<file path="src/rtl/link_pkg.sv">
// Shared encodings and frame layout for the link_port serial status link.
// The frame layout depends on LINK_PARITY_EN (even parity bit after the data bits).
package link_pkg;

    typedef enum logic [2:0] {
        TIDLE,
        TSTART,
        TDATA,
        TPARITY,
        TSTOP
    } tx_state_t;

    typedef enum logic [2:0] {
        RIDLE,
        RSTART,
        RDATA,
        RPARITY,
        RSTOP
    } rx_state_t;

    // Data-bit positions inside the three-bit status word.
    localparam int DATA_BITS   = 3;
    localparam int BIT_CONNECT = 0;
    localparam int BIT_START   = 1;
    localparam int BIT_FINISH  = 2;

    localparam logic [1:0] DATA_LAST = 2'(DATA_BITS - 1);

    // Frame bit indices on the wire, LSB first.
    localparam int IDX_START  = 0;
    localparam int IDX_DATA0  = 1;
`ifdef LINK_PARITY_EN
    localparam int IDX_PARITY = IDX_DATA0 + DATA_BITS;
    localparam int IDX_STOP   = IDX_PARITY + 1;
`else
    localparam int IDX_STOP   = IDX_DATA0 + DATA_BITS;
`endif
    localparam int FRAME_BITS = IDX_STOP + 1;

    function automatic logic even_parity(input logic [DATA_BITS-1:0] d);
        return ^d;
    endfunction

endpackage

</file>
<file path="src/rtl/link_rx.sv">
// Receive half of link_port: rx synchronizer, frame decoder and link timeout.
// Parity checking is present only when LINK_PARITY_EN is defined.
module link_rx
    import link_pkg::*;
#(
    parameter int BIT_CYCLES     = 868,
    parameter int TIMEOUT_CYCLES = 4000000
) (
    input  logic                 clk,
    input  logic                 reset,
    input  logic                 rx,
    output logic [DATA_BITS-1:0] receive_vec,
    output logic                 link_up,
    output logic                 frame_error
);

    localparam int BCW = $clog2(BIT_CYCLES);
    localparam int TOW = $clog2(TIMEOUT_CYCLES);
    localparam logic [BCW-1:0] BIT_LAST  = BCW'(BIT_CYCLES - 1);
    localparam logic [BCW-1:0] BIT_HALF  = BCW'(BIT_CYCLES / 2);
    localparam logic [TOW-1:0] TO_LAST   = TOW'(TIMEOUT_CYCLES - 1);

    logic                 rx_meta_reg, rx_sync_reg, rx_prev_reg;
    rx_state_t            rx_state_reg, rx_state_next;
    logic [BCW-1:0]       bit_cnt_reg, bit_cnt_next;
    logic [1:0]           data_idx_reg, data_idx_next;
    logic [DATA_BITS-1:0] data_reg, data_next;
    logic [DATA_BITS-1:0] recv_reg, recv_next;
    logic                 link_reg, link_next;
    logic                 ferr_reg, ferr_next;
    logic [TOW-1:0]       to_cnt_reg, to_cnt_next;
`ifdef LINK_PARITY_EN
    logic                 par_reg, par_next;
`endif

    logic rx_fall, sample_point, bit_done, frame_ok, parity_ok;

    assign rx_fall      = rx_prev_reg & ~rx_sync_reg;
    assign sample_point = (bit_cnt_reg == BIT_HALF);
    assign bit_done     = (bit_cnt_reg == BIT_LAST);
`ifdef LINK_PARITY_EN
    assign parity_ok    = (par_reg == even_parity(data_reg));
`else
    assign parity_ok    = 1'b1;
`endif

    always_ff @(posedge clk) begin
        if (reset) begin
            // Line idles high, so the synchronizer resets to 1 to avoid a false start edge.
            rx_meta_reg  <= 1'b1;
            rx_sync_reg  <= 1'b1;
            rx_prev_reg  <= 1'b1;
            rx_state_reg <= RIDLE;
            bit_cnt_reg  <= '0;
            data_idx_reg <= '0;
            data_reg     <= '0;
            recv_reg     <= '0;
            link_reg     <= 1'b0;
            ferr_reg     <= 1'b0;
            to_cnt_reg   <= '0;
`ifdef LINK_PARITY_EN
            par_reg      <= 1'b0;
`endif
        end else begin
            rx_meta_reg  <= rx;
            rx_sync_reg  <= rx_meta_reg;
            rx_prev_reg  <= rx_sync_reg;
            rx_state_reg <= rx_state_next;
            bit_cnt_reg  <= bit_cnt_next;
            data_idx_reg <= data_idx_next;
            data_reg     <= data_next;
            recv_reg     <= recv_next;
            link_reg     <= link_next;
            ferr_reg     <= ferr_next;
            to_cnt_reg   <= to_cnt_next;
`ifdef LINK_PARITY_EN
            par_reg      <= par_next;
`endif
        end
    end

    always_comb begin
        rx_state_next = rx_state_reg;
        bit_cnt_next  = bit_cnt_reg;
        data_idx_next = data_idx_reg;
        data_next     = data_reg;
        ferr_next     = 1'b0;
        frame_ok      = 1'b0;
`ifdef LINK_PARITY_EN
        par_next      = par_reg;
`endif

        case (rx_state_reg)
            RIDLE: begin
                bit_cnt_next = '0;
                if (rx_fall) begin
                    rx_state_next = RSTART;
                end
            end
            RSTART: begin
                bit_cnt_next = bit_done ? '0 : bit_cnt_reg + 1'b1;
                // A start bit that is high again at mid-bit was only a glitch.
                if (sample_point && rx_sync_reg) begin
                    rx_state_next = RIDLE;
                    bit_cnt_next  = '0;
                end else if (bit_done) begin
                    rx_state_next = RDATA;
                    data_idx_next = '0;
                end
            end
            RDATA: begin
                bit_cnt_next = bit_done ? '0 : bit_cnt_reg + 1'b1;
                if (sample_point) begin
                    data_next[data_idx_reg] = rx_sync_reg;
                end
                if (bit_done) begin
                    if (data_idx_reg == DATA_LAST) begin
`ifdef LINK_PARITY_EN
                        rx_state_next = RPARITY;
`else
                        rx_state_next = RSTOP;
`endif
                    end else begin
                        data_idx_next = data_idx_reg + 1'b1;
                    end
                end
            end
            RPARITY: begin
                bit_cnt_next = bit_done ? '0 : bit_cnt_reg + 1'b1;
`ifdef LINK_PARITY_EN
                if (sample_point) begin
                    par_next = rx_sync_reg;
                end
`endif
                if (bit_done) begin
                    rx_state_next = RSTOP;
                end
            end
            RSTOP: begin
                bit_cnt_next = bit_cnt_reg + 1'b1;
                // Decide at the stop sample and go idle at once so a back-to-back start edge is caught.
                if (sample_point) begin
                    rx_state_next = RIDLE;
                    bit_cnt_next  = '0;
                    if (rx_sync_reg && parity_ok) begin
                        frame_ok = 1'b1;
                    end else begin
                        ferr_next = 1'b1;
                    end
                end
            end
            default: begin
                rx_state_next = RIDLE;
                bit_cnt_next  = '0;
            end
        endcase
    end

    // A valid frame always wins over a timeout landing in the same cycle.
    always_comb begin
        recv_next   = recv_reg;
        link_next   = link_reg;
        to_cnt_next = to_cnt_reg;
        if (frame_ok) begin
            recv_next   = data_reg;
            link_next   = 1'b1;
            to_cnt_next = '0;
        end else if (to_cnt_reg == TO_LAST) begin
            recv_next   = '0;
            link_next   = 1'b0;
        end else begin
            to_cnt_next = to_cnt_reg + 1'b1;
        end
    end

    assign receive_vec = recv_reg;
    assign link_up     = link_reg;
    assign frame_error = ferr_reg;

endmodule

</file>
<file path="src/rtl/link_port.sv">
// Full-duplex status link: transmits local send_* levels and reports the peer's.
// Define LINK_PARITY_EN to add an even parity bit over the three data bits.
module link_port
    import link_pkg::*;
#(
    parameter int BIT_CYCLES       = 868,
    parameter int HEARTBEAT_CYCLES = 1000000,
    parameter int TIMEOUT_CYCLES   = 4000000
) (
    input  logic clk,
    input  logic reset,
    input  logic send_connect,
    input  logic send_start,
    input  logic send_game_finish,
    output logic tx,
    input  logic rx,
    output logic receive_connect,
    output logic receive_start,
    output logic receive_game_finish,
    output logic link_up,
    output logic frame_error
);

    localparam int BCW = $clog2(BIT_CYCLES);
    localparam int HBW = $clog2(HEARTBEAT_CYCLES);
    localparam logic [BCW-1:0] BIT_LAST = BCW'(BIT_CYCLES - 1);
    localparam logic [HBW-1:0] HB_LAST  = HBW'(HEARTBEAT_CYCLES - 1);

    tx_state_t            tx_state_reg, tx_state_next;
    logic [BCW-1:0]       bit_cnt_reg, bit_cnt_next;
    logic [1:0]           data_idx_reg, data_idx_next;
    logic [DATA_BITS-1:0] snap_reg, snap_next;
    logic [HBW-1:0]       hb_cnt_reg, hb_cnt_next;
    logic                 tx_reg, tx_next;

    logic [DATA_BITS-1:0] send_vec;
    logic [DATA_BITS-1:0] receive_vec;
    logic                 bit_done, send_changed, launch;

    assign send_vec[BIT_CONNECT] = send_connect;
    assign send_vec[BIT_START]   = send_start;
    assign send_vec[BIT_FINISH]  = send_game_finish;

    assign bit_done     = (bit_cnt_reg == BIT_LAST);
    // snap_reg is both the frame being sent and the last value advertised.
    assign send_changed = (send_vec != snap_reg);

    always_ff @(posedge clk) begin
        if (reset) begin
            tx_state_reg <= TIDLE;
            bit_cnt_reg  <= '0;
            data_idx_reg <= '0;
            snap_reg     <= '0;
            hb_cnt_reg   <= '0;
            tx_reg       <= 1'b1;
        end else begin
            tx_state_reg <= tx_state_next;
            bit_cnt_reg  <= bit_cnt_next;
            data_idx_reg <= data_idx_next;
            snap_reg     <= snap_next;
            hb_cnt_reg   <= hb_cnt_next;
            tx_reg       <= tx_next;
        end
    end

    always_comb begin
        tx_state_next = tx_state_reg;
        bit_cnt_next  = bit_cnt_reg;
        data_idx_next = data_idx_reg;
        snap_next     = snap_reg;
        hb_cnt_next   = hb_cnt_reg;
        tx_next       = tx_reg;
        launch        = 1'b0;

        case (tx_state_reg)
            TIDLE: begin
                tx_next      = 1'b1;
                bit_cnt_next = '0;
                if (send_changed || (hb_cnt_reg == HB_LAST)) begin
                    launch = 1'b1;
                end else begin
                    hb_cnt_next = hb_cnt_reg + 1'b1;
                end
            end
            TSTART: begin
                bit_cnt_next = bit_done ? '0 : bit_cnt_reg + 1'b1;
                if (bit_done) begin
                    tx_state_next = TDATA;
                    data_idx_next = '0;
                    tx_next       = snap_reg[0];
                end
            end
            TDATA: begin
                bit_cnt_next = bit_done ? '0 : bit_cnt_reg + 1'b1;
                if (bit_done) begin
                    if (data_idx_reg == DATA_LAST) begin
`ifdef LINK_PARITY_EN
                        tx_state_next = TPARITY;
                        tx_next       = even_parity(snap_reg);
`else
                        tx_state_next = TSTOP;
                        tx_next       = 1'b1;
`endif
                    end else begin
                        data_idx_next = data_idx_reg + 1'b1;
                        tx_next       = snap_reg[data_idx_reg + 2'd1];
                    end
                end
            end
            TPARITY: begin
                bit_cnt_next = bit_done ? '0 : bit_cnt_reg + 1'b1;
                if (bit_done) begin
                    tx_state_next = TSTOP;
                    tx_next       = 1'b1;
                end
            end
            TSTOP: begin
                bit_cnt_next = bit_done ? '0 : bit_cnt_reg + 1'b1;
                // A change seen during the frame goes out back-to-back, skipping idle.
                if (bit_done) begin
                    if (send_changed) begin
                        launch = 1'b1;
                    end else begin
                        tx_state_next = TIDLE;
                    end
                end
            end
            default: begin
                tx_state_next = TIDLE;
                tx_next       = 1'b1;
            end
        endcase

        if (launch) begin
            tx_state_next = TSTART;
            tx_next       = 1'b0;
            snap_next     = send_vec;
            bit_cnt_next  = '0;
            hb_cnt_next   = '0;
        end
    end

    assign tx = tx_reg;

    link_rx #(
        .BIT_CYCLES     (BIT_CYCLES),
        .TIMEOUT_CYCLES (TIMEOUT_CYCLES)
    ) u_rx (
        .clk         (clk),
        .reset       (reset),
        .rx          (rx),
        .receive_vec (receive_vec),
        .link_up     (link_up),
        .frame_error (frame_error)
    );

    assign receive_connect     = receive_vec[BIT_CONNECT];
    assign receive_start       = receive_vec[BIT_START];
    assign receive_game_finish = receive_vec[BIT_FINISH];

endmodule

</file>
<file path="config.mk">
export PLATFORM = sky130hd
export DESIGN_NAME = link_port
export DESIGN_NICKNAME = d
export VERILOG_FILES = /design/src/rtl/link_pkg.sv /design/src/rtl/link_rx.sv /design/src/rtl/link_port.sv
export SDC_FILE = /design/constraint.sdc
export NUM_CORES = 1
export LEC_CHECK = 0
export BUFFER_PORTS_ARGS = -buffer_cell sky130_fd_sc_hd__buf_2
export CAP_MARGIN = 25
export CORE_MARGIN = 3
export CORE_UTILIZATION = 40
export CTS_BUF_LIST = sky130_fd_sc_hd__clkbuf_16
export DETAILED_ROUTE_END_ITERATION = 7
export PLACE_DENSITY_LB_ADDON = 0.12
export RECOVER_POWER = 25
export SYNTH_ARGS = -nofsm -noshare
export SYNTH_HDL_FRONTEND = slang
export SYNTH_SLANG_ARGS = --single-unit
</file>
<file path="constraint.sdc">
create_clock -name clk -period 4.6 [get_ports clk]
set_input_delay 0.46 -clock clk [delete_from_list [all_inputs] [get_ports clk]]
set_output_delay 0.46 -clock clk [all_outputs]
set_load 0.005 [all_outputs]
</file>
== Yosys cells after proc, flatten, opt, wreduce, memory -nomap -nowiden ==
Cells that the tools add are included.
Word-level totals
  logic and storage cells: 149
  bits in registers: 87
  output and inout port bits: 6
Cells by class
  bitwise gates (word level): 6
  $lt $le $gt $ge: 3
  equal/unequal tests: 40
  $add $sub $neg: 6
  reduce and logical (&&, ||, !) cells: 22
  muxes and demuxes: 54
Operator list (number)
  $mux W3: 15
  $mux W10: 4
  $pmux W10 S3: 1
  $pmux W3 S5: 2
  $add A22 B1 Y22 const B: 1
  $eq A22 B22 Y1 const B: 1
  $ne A2 B2 Y1 const B: 11
  $add A10 B1 Y10 const B: 2
  $add A20 B1 Y20 const B: 1
  $eq A10 B10 Y1 const B: 2
  $eq A20 B20 Y1 const B: 1
  $pmux W10 S2: 1
  $ne A3 B3 Y1 const B: 6
  $mux W1: 17
  $mux W2: 7
  $reduce_and A7 Y1: 2
  $eq A3 B2 Y1 const B: 4
  $ne A2 B1 Y1 const B: 6
  $eq A10 B9 Y1 const B: 1
  $pmux W2 S2: 2
  $reduce_and A4 Y1: 2
  $reduce_bool A2 Y1: 4
  $eq A3 B1 Y1 const B: 2
  $eq A3 B3 Y1 const B: 2
  other kinds (22): 34

== Longest topological paths before layout ==
  depth after elaboration: 7
  mapped depth: 8
  depth with buffers taken out: 7

== Hierarchy ==
Synthesis repeated with hierarchy kept, for this count alone.
Second synthesis, totals
  cells, all modules: 530
  area total of the unflattened synthesis: 4580.6 um2
Modules (own cells, without submodules)
  link_rx: area each 2407.3 um2, cells each 277, instances 1
  link_port: area each 2173.3 um2, cells each 253, instances 1

== Least setup slack after synthesis ==
OpenSTA, ideal clock, no wires.
  kind: reg-to-reg
  start: register hb_cnt_reg[10]
  end: register tx_state_reg[1]
  required time: 4.470 ns
  path buffers: 3
  library setup time: 0.130 ns
  cell stages (with the launch flop): 9
  path slack: 2.734 ns
  period minus slack after synthesis: 1.866 ns
  arrival: 1.735 ns
  path through: dfxtp_1 -> buf_4 -> nor4b_1 -> and4_1 -> buf_6 -> a41oi_1 -> o21ai_2 -> buf_4 -> nor3_1
On the way
  word-level cells in the longest chain between the ends: 5
Ends and longest elaborated chain
  from (decl): line link_port.sv:33  | logic [HBW-1:0] hb_cnt_reg, hb_cnt_next;
  from (signal assigned): line link_port.sv:61  | hb_cnt_reg <= hb_cnt_next;
  $eq A20 B20 Y1: line link_port.sv:79  | if (send_changed || (hb_cnt_reg == HB_LAST)) begin
  $logic_or A1 B1 Y1: line link_port.sv:79
  $mux W1: line link_port.sv:79
  $pmux W1 S2: line link_port.sv:75  | case (tx_state_reg)
  $reduce_or A2 Y1 (no source line)
  to (signal assigned): line link_port.sv:57  | tx_state_reg <= tx_state_next;
  to (decl): line link_port.sv:29  | tx_state_t tx_state_reg, tx_state_next;
No other way between the ends.
A chain may end at the register's enable or synchronous reset.

== Final worst setup path ==
  start: register u_rx.bit_cnt_reg[2]
  end: register u_rx.to_cnt_reg[6]
On the way
  word-level cells in the longest chain between the ends: 4
Ends and longest elaborated chain
  from (decl): line link_rx.sv:25  | logic [BCW-1:0] bit_cnt_reg, bit_cnt_next;
  from (signal assigned): line link_rx.sv:69  | bit_cnt_reg <= bit_cnt_next;
  $eq A10 B9 Y1: line link_rx.sv:39  | assign sample_point = (bit_cnt_reg == BIT_HALF);
  $mux W1: line link_rx.sv:142  | if (sample_point) begin
  $mux W1: line link_rx.sv:93  | case (rx_state_reg)
  $reduce_or A2 Y1 (no source line)
  to (signal assigned): line link_rx.sv:75  | to_cnt_reg <= to_cnt_next;
  to (decl): line link_rx.sv:31  | logic [TOW-1:0] to_cnt_reg, to_cnt_next;
No other way between the ends.

==> metrics.csv <==
metric;value;unit
ant_nets;0;
tightest_slew;1.32;ns
start_kind;register;
grt-ovfl-total;0;
regArea;1740;um2
syn-cell-area;4300;um2
insertion_delay;0.34;ns
ios;12;
max-cap-violations;0;
p_int;0.00121;W
crit_path_max_fanout;22;
cts_resized;0;
hold_end;u_rx.rx_meta_reg$_SDFF_PP1_;
outcome;finished, final reports clean;
regToRegSetupSlack;1.46;ns
muxShareOfSynthArea;0.0140;
syn-mean-instance-area;8.58;um2
ys.flop_type;dfxtp_1;
yosys.area_share.simple;0.294;
synth-seq-cells;87;
cts_max_level;3;
io_buffers;11;
cts_buffers;9;
finalSetupViolations;0;
finalNonFillerCells;645;
period_minus_slack;3.14;ns
die_w;110;um
slew_headroom;0.109;
hold_start;rx;
cellLeakagePower;1.51;nW
nNetsFinal;519;
fin_worst_skew;0.00618;ns
tritoncts;done;
post_drt_wl_per_cell;13.1;um
max_freq;319;MHz
worst_ep_required_time;4.79;ns
largest_register_ffs;22;
seqPwrFrac;0.494;
min_path_type;in2reg;
die_y;110;um
core_area;10400;um2
drt_pass1_iterations;4;
finalSetupTns;0;ns
ir_drop;0.150;mV
synthXorXnorAreaFrac;0.0897;
synth_warnings;0;
startpoint;u_rx.bit_cnt_reg[2]$_SDFF_PP0_;
rsz0062_at_grt;no;
period_share;0.682;
drive_gt1_frac;0.0825;
clkSinkCount;87;
drcViolationCount;0;
vias;3486;
clock_power_share;0.454;
reg2reg_depth;5;
r2r_start;u_rx.bit_cnt_reg[2]$_SDFF_PP0_;
crit_arrival;3.33;ns
nFillCells;1068;
std_cell_rows;37;
track_usage;0.156;
p_per_area;335;nW/um2
initial_utilization;0.414;
area_delta_synth_final;9.03;%
grt_pass1_wl;15.2;mm
synthArstFlopShare;0;
synth_cell_types;59;
setup_ws;1.46;ns
maxSlewViolCount;0;
cts_hold_buf;0;
synthAdderAreaFrac;0.0262;
dp_slack;2.10;ns
antenna_found_initial;0;
cts_setup_buffers;0;
gp_congestion;0.762;
clk_path_buf_depth;2;
place_hpwl;5.82;mm
path_class;reg2reg;
grt_pass1_vias;3214;
hold_ws;0.314;ns
swShare;0.230;
placedCellCount;629;
design_power_total;0.00157;W
routed_wl;8.44;mm
synth_nets;516;
synth-edff-count;0;
grt_max_degree;27;
ys_seq_area_frac;0.405;
r2r_end;u_rx.to_cnt_reg[6]$_SDFFE_PP0N_;
whs_path_depth;2;
drt_first_iter_violations;143;
via_per_inst;5.40;
synth_top_family_by_area;simple AND/OR/NAND/NOR gates;
multi_input_area;2380;um2
synth_compound_area_frac;0.135;
cts.clk_slew.worst_paths;0.06;ns
pwr-share-comb;0.053;
end_kind;register;
antennaDiodeCount;0;
p_sw;0.000361;W
root_buffer;clkbuf_16;
hold_viol;0;
syn_inst;501;
die-area;12000;um2
[worst max-delay path: stages, from the launching register on]
cell     delay [ns]
dfxtp_1        0.34
or3b_1         0.41
nor4b_1        1.10
nand4_1        0.34
nand2_1        0.67
nor3_1         0.13
[worst max-delay path by stage]
stage	end	depth (start not counted)
after floorplan	tx_state_reg[1]$_SDFFE_PP0P_	8
after global placement	hb_cnt_reg[17]$_SDFFE_PP0P_	6
after detailed placement	hb_cnt_reg[6]$_SDFFE_PP0P_	6
after CTS	hb_cnt_reg[6]$_SDFFE_PP0P_	6
after global routing	u_rx.to_cnt_reg[3]$_SDFFE_PP0N_	5
final	u_rx.to_cnt_reg[6]$_SDFFE_PP0N_	5
[routing by layer]
layer / wire length, um / GRT usage / up-vias
li1: - / - / 1825
met1: 4260 / 0.217 / 1609
met2: 3780 / 0.234 / 40
met3: 237 / 0.0264 / 12
met4: 161 / 0.0739 / 0
met5: 0 / 0 / -
[cell usage after synthesis, types with 7 or more instances]
library cell	number	share of area
and3_1	11	0.016
nor2_1	82	0.072
ha_1	9	0.026
a21oi_1	24	0.028
clkbuf_1	11	0.0096
inv_1	12	0.010
o21ai_0	19	0.022
nor4_1	8	0.012
xor2_1	12	0.024
nand4_1	15	0.022
dfxtp_1	87	0.41
xnor2_1	32	0.065
and4_1	8	0.016
buf_4	7	0.012
nand2_1	26	0.023
nor3_1	17	0.020
nand3_1	24	0.028
[power groups by stage]
stage / combinational, W / sequential [W] / clock [W]
2_1_floorplan: 0.0000701 / 0.000786 / 0
3_3_place_gp: 0.0000825 / 0.000791 / 0
3_5_place_dp: 0.0000833 / 0.000791 / 0
4_1_cts: 0.0000843 / 0.000774 / 0.000737
5_1_grt: 0.0000947 / 0.000776 / 0.000768
6_report: 0.0000826 / 0.000774 / 0.000712
[per-stage QoR]
step | utilization | cell area [um2]
2_1_floorplan | - | 4300
3_3_place_gp | 0.426 | 4420
3_5_place_dp | 0.426 | 4420
4_1_cts | 0.454 | 4710
5_1_grt | 0.452 | 4680
6_report | 0.452 | 4680
[cells in the final DEF, fill, tap and decap left out, drive strengths merged, types with 3 or more instances in the layout]
cell     netlist  layout
nor3b          6       6
nor4           8       8
a22oi          3       3
and3          11      11
o31ai          3       3
nor3          19      19
xnor2         32      32
a31o           5       5
ha             9       9
inv           12      14
mux2i          6       6
o21ai         21      21
o2111ai        3       3
clkbuf        11      14
nor4b          7       7
xor2          12      12
or2            6       6
dfxtp         87      87
or4            4       4
nand3         24      24
and2           4       4
a21oi         25      25
o211ai         5       5
nor2          82      82
buf            9       7
nand4         15      15
nor2b          3       3
a41oi          3       3
and4           8       8
nand2         27      27
or3            6       6
clkinv         0       3
[layout make-up]
class	instances	area share
multi-input combinational	382	0.509
sequential	87	0.372
clock buffer	9	0.0481
tap	136	0.0363
clock inverter	7	0.0136
timing repair buffer	12	0.0120
inverter	12	0.00962
[kinds of logic after synthesis]
family                     count (synthesis)
AOI/OAI and AO/OA                         87
muxes                                      6
buffers and inverters                     32
adders and majority gates                  9
and+or+nand+nor                          236
DFF                                       87
xor gates and xnor gates                  44
Note: power is estimated with default switching activity, not from simulation.
